**config.mk**
```make
export PLATFORM = sky130hd
export DESIGN_NAME = nanorv32_irq_arb
export DESIGN_NICKNAME = d
export VERILOG_FILES = /design/src/rtl/nanorv32_irq_arb.sv
export SDC_FILE = /design/constraint.sdc
export NUM_CORES = 1
export LEC_CHECK = 0
export ABC_AREA = 0
export CORE_MARGIN = 2
export CORE_UTILIZATION = 45
export DETAILED_ROUTE_END_ITERATION = 8
export GPL_ROUTABILITY_DRIVEN = 0
export PLACE_DENSITY = 0.81
export SLEW_MARGIN = 20
export SYNTH_ARGS = -nofsm -noshare
export SYNTH_HDL_FRONTEND = slang
export SYNTH_SLANG_ARGS = --single-unit
```
**constraint.sdc**
```tcl
create_clock -name clk -period 1.7 [get_ports clk]
set_clock_uncertainty 0.2 [all_clocks]
set_input_delay 0.17 -clock clk [delete_from_list [all_inputs] [get_ports clk]]
set_output_delay 0.17 -clock clk [all_outputs]
set_load 0.02 [all_outputs]
```
**src/rtl/nanorv32_irq_arb.sv**
```systemverilog
// nanorv32_irq_arb -- interrupt arbiter for the nanorv32 core.
//
// Collects NUM_IRQ interrupt sources. Each source is either edge or level
// type. The lowest eligible index wins. The request is raised to the
// pipeline flow controller and held through an ack/RETI handshake.
//
// Ports
//   clk, rst_n           clock, async active-low reset
//   irq_src[NUM_IRQ]     interrupt sources (synchronous to clk)
//   irq                  request to the flow controller (high only in REQ)
//   irq_ack              core entered the IRQ micro-code sequence (pulse)
//   reti                 core finished the RETI micro-code sequence (pulse)
//   irq_id[3]            index of the source being requested / serviced
//   cfg_we/addr/wdata    register write port (0 ENABLE, 1 EDGE, 2 PENDING W1C, 3 STATUS)
//   cfg_rdata[8]         read data, combinational from cfg_addr

// Per-source front end: input register, edge detect and edge pending bit.
module nanorv32_irq_src (
  input  logic clk,
  input  logic rst_n,
  input  logic src,
  input  logic edge_mode,
  input  logic clr,
  output logic src_q,
  output logic pend
);

  logic pend_q;

  always_ff @(posedge clk or negedge rst_n) begin
    if (!rst_n) begin
      src_q  <= 1'b0;
      pend_q <= 1'b0;
    end else begin
      src_q <= src;
      // The edge pending bit is kept at 0 while the source is level type,
      // so that switching to edge mode never exposes a stale request.
      // A new edge beats a clear that lands in the same cycle.
      if (!edge_mode)          pend_q <= 1'b0;
      else if (src && !src_q)  pend_q <= 1'b1;
      else if (clr)            pend_q <= 1'b0;
    end
  end

  // A level source is pending exactly while its registered input is high.
  assign pend = edge_mode ? pend_q : src_q;

endmodule

module nanorv32_irq_arb #(
  parameter int NUM_IRQ = 8
) (
  input  logic               clk,
  input  logic               rst_n,
  input  logic [NUM_IRQ-1:0] irq_src,
  output logic               irq,
  input  logic               irq_ack,
  input  logic               reti,
  output logic [2:0]         irq_id,
  input  logic               cfg_we,
  input  logic [1:0]         cfg_addr,
  input  logic [7:0]         cfg_wdata,
  output logic [7:0]         cfg_rdata
);

  typedef enum logic [1:0] {IDLE, REQ, SERVICE} state_t;

  state_t             state_q, state_d;
  logic [2:0]         id_q, id_d;
  logic [NUM_IRQ-1:0] enable_q, edge_q;
  logic [NUM_IRQ-1:0] src_q, pend, clr, elig;
  logic [2:0]         win_id;
  logic               w1c, ack_ok;

  assign w1c    = cfg_we && (cfg_addr == 2'd2);
  assign ack_ok = (state_q == REQ) && irq_ack;

  for (genvar i = 0; i < NUM_IRQ; i++) begin : g_src
    // Software W1C, or the ack of the source currently latched in irq_id.
    assign clr[i] = (w1c && cfg_wdata[i]) || (ack_ok && (id_q == 3'(i)));

    nanorv32_irq_src u_src (
      .clk       (clk),
      .rst_n     (rst_n),
      .src       (irq_src[i]),
      .edge_mode (edge_q[i]),
      .clr       (clr[i]),
      .src_q     (src_q[i]),
      .pend      (pend[i])
    );
  end

  // Config registers.
  always_ff @(posedge clk or negedge rst_n) begin
    if (!rst_n) begin
      enable_q <= '0;
      edge_q   <= '0;
    end else if (cfg_we) begin
      if (cfg_addr == 2'd0) enable_q <= cfg_wdata[NUM_IRQ-1:0];
      if (cfg_addr == 2'd1) edge_q   <= cfg_wdata[NUM_IRQ-1:0];
    end
  end

  assign elig = pend & enable_q;

  // Lowest index wins: scan from the top down so the last hit is the lowest.
  always_comb begin
    win_id = '0;
    for (int i = NUM_IRQ - 1; i >= 0; i--)
      if (elig[i]) win_id = 3'(i);
  end

  always_ff @(posedge clk or negedge rst_n) begin
    if (!rst_n) begin
      state_q <= IDLE;
      id_q    <= '0;
    end else begin
      state_q <= state_d;
      id_q    <= id_d;
    end
  end

  // irq_id is latched only on IDLE->REQ and then held through REQ and
  // SERVICE; a source that goes away in REQ is left for software to sort
  // out through STATUS.
  always_comb begin
    state_d = state_q;
    id_d    = id_q;
    case (state_q)
      IDLE: if (|elig) begin
        state_d = REQ;
        id_d    = win_id;
      end
      REQ:     if (irq_ack) state_d = SERVICE;
      SERVICE: if (reti)    state_d = IDLE;
      default: state_d = IDLE;
    endcase
  end

  assign irq    = (state_q == REQ);
  assign irq_id = id_q;

  always_comb begin
    cfg_rdata = '0;
    case (cfg_addr)
      2'd0: cfg_rdata = 8'(enable_q);
      2'd1: cfg_rdata = 8'(edge_q);
      2'd2: cfg_rdata = 8'(pend);
      2'd3: cfg_rdata = {state_q == SERVICE, state_q == REQ, 3'b000, id_q};
      default: cfg_rdata = '0;
    endcase
  end

endmodule

```
==> results.md, run 1 <==
* Outcome: finished with violations
* Failing checks: setup timing
* DR WL/cell at 17.2 um
* Post-detailed-routing wire length at 5.16 mm
* Vias in the first global route at 1,671
* Post-Place Worst Slack at -626 ps
* Post-synthesis mux area share at 22.4%
* Synth Area per Inst at 12.0 sq um
* Worst hold path type: in -> async
* PwrDens at 1230 nW/um^2
* Dpl cells at 285
* Die height at 68.6 um
* Mapped Area at 1880 sq um
* Clk_lat worst skew at 300 ps
* Layout Nets at 271
* Cells after Synth at 157
* DRC at 0
* Number of synthesized flops with an enable pin at 0
* Clock period minus worst slack at 1990 ps
* Area Growth Syn to Fin at 53.2%
* Grt ovf at 0
* F_max at 502 MHz
* Clock slew at reported path FFs at 70 ps
* Worst endpoint required time at 1330 ps
* Worst slew margin at 72.7%
* Unique masters post-synth at 35
* First-pass GRT wire length at 8.05 mm
* Share of the synthesized area in the top cell type at 49.3%
* Yosys warns at 0
* Inserted Clock Buffers at 5
* Die W at 68.6 um
* CTS max path bufs at 2
* H-tree levels at 2
* Largest family of logic cells by synthesized area: multiplexers
* # rows at 23
* Max-Cap Viols at 0
* Via/cell ratio at 5.51
* Layout cells sized above 1 at 46.6%
* Peak supply drop at 0.000616 V
* Initial Utilization at 47.0%
* Die area at 4710 sq um
* Adder-cell area share of the yosys netlist at 0%
* Most frequent cells in the layout: 44 x buf_4, 37 x dfrtp_1, 31 x nand2_1
* Leading post-synthesis cells by cell area: dfrtp_1 49%, mux2_2 11%, nand2_1 6.4%
* Tot Pwr at 3530 uW
* First-pass DRT Iterations at 4
* Initial antenna violation count at 0
* Final Hold Fails at 0
* LEAKAGE at 0.00131 uW
* Setup violators final at 10
* Number of buffers added on ports at 34
* Root buf cell: clkbuf_8
* Top_reg_cell synth: dfrtp_1
* XOR/XNOR Fraction of Synth Area at 0%
* Slew @ Worst Pin at 409 ps
* Detail Route Antenna Nets at 0
* Final max-slew violation count at 0
* Period utilization at 117%
* Yosys reg bits at 37
* Simple-gate share of the synthesized area at 14.6%
* CP Class: reg -> out
* Kind of end point of the critical path: output pin
* RSZ-0062 raised after global routing: yes
* CTS tree: built
* Setup TNS at -1990 ps
* Post-synthesis compound-gate area fraction at 12.8%
* Area of the core at 4000 sq um
* I/O pin total at 35
* Initial drt markers at 136
* Post-Layout Cell Count at 299
* Total GRT Usage at 24.4%
* Vias at 1,647
* Syn_nets at 180
* Largest net degree at the start of global routing at 22
* Data arrival, critical path at 1620 ps
* CP max FO at 2
* Ant. Diodes at 0
* FFs w/ async S/R, synth at 100%
* Worst Setup Start Kind: flip-flop
* Detailed Place HPWL at 3.53 mm
* Clk sinks at 37
* Seq/Total Area, Yosys at 49.3%
* Largest area contributor in the netlist: dfrtp_1
* Final setup margin at -291 ps
* Most common cell after layout, fill and taps aside: buf_4
==> layout make-up <==
| class | instances | area [sq um] |
|---|---|---|
| inverter | 1 | 3.75 |
| tap | 50 | 62.6 |
| fill | 273 | 1120 |
| clock buffer | 8 | 80.1 |
| sequential | 37 | 926 |
| timing repair buffer | 87 | 777 |
| multi-input combinational | 116 | 1030 |
==> path summary, 6_finish.rpt <==
path                                      start                     to  slack, ps  cells past startpoint
max                                   edge_q[1]           cfg_rdata[1]       -290                      3
min                                       rst_n              edge_q[6]        130                      2
max reg2reg                           edge_q[1]              irq_id[1]       -200                      6
min reg2reg                g_src[2].u_src.src_q  g_src[2].u_src.pend_q        260                      1
max in group asynchronous                 rst_n  g_src[1].u_src.pend_q        710                      3
min in group clk                     irq_src[7]   g_src[7].u_src.src_q        130                      1
==> through the flow <==
| step | util [%] | instance area (sq um) | hold WS (ps) |
|---|---|---|---|
| finish | 71.9 | 2880 | 131 |
| global route | 71.9 | 2880 | 130 |
| CTS | 69.8 | 2790 | 134 |
| detailed placement | 66.1 | 2640 | -78.6 |
| global placement | 66.1 | 2640 | -84.3 |
| floorplan | - | 1880 | -326 |
==> power breakdown <==
part / leakage, uW / internal, uW / switching [uW] / total [uW]
Clock: 0.0000395 / 291 / 304 / 595
Sequential: 0.000450 / 1050 / 108 / 1160
Combinational: 0.000819 / 944 / 833 / 1780
Total: 0.00131 / 2290 / 1250 / 3530
==> flip-flops by register name, indices dropped and copies added (netlist names) <==
name / flops
state_q: 2
g_src.u_src.pend_q: 8
edge_q: 8
irq_id: 3
g_src.u_src.src_q: 8
enable_q: 8
==> cell families (layout without fill, tap and decap cells) <==
family,Yosys count,in the layout
AO/OA/AOI/OAI,30,30
buffers and inverters,4,96
flip-flops,37,37
multiplexers,31,31
AND/OR/NAND/NOR,55,55
==> timing repair <==
action                                  CTS  global route
gates resized for setup                  73            16
hold buffers                              1             0
buffers inserted                          3             3
pin swaps                                 4            11
endpoints found under the setup margin   23            20
endpoints found under the hold margin    37             0
==> Yosys cell counts (2+ instances only) <==
cell type	number
dfrtp_1	37
mux2i_1	3
nand3_1	4
nand2_1	32
buf_2	2
o21ai_0	11
mux2_2	19
and2b_1	2
a22oi_4	2
nor2_1	3
o22ai_1	2
nor3_1	2
mux2_4	4
mux4_2	4
a21oi_1	2
nand2b_1	4
o2111ai_1	6
==> metal layers <==
layer / global-route usage (%) / share of wire (%) / up-vias
li1: - / - / 767
met3: 6.17 / 8.1 / 19
met2: 38.9 / 49 / 75
met1: 31.4 / 40 / 786
met4: 10.8 / 2.6 / 0
met5: 0 / 0 / -
==> critical path, cell delays in order (launching register included) <==
cell and delay [ps]:
dfrtp_1 400, mux2_4 310, mux4_2 470, buf_6 150
Power figures use the tool's default switching activity.
==> run 2: changes to the inputs <==
- HOLD_SLACK_MARGIN: not set -> 0.1
==> results of run 2 <==
No change in the layout: final DEF, timing and power equal those of run 1.
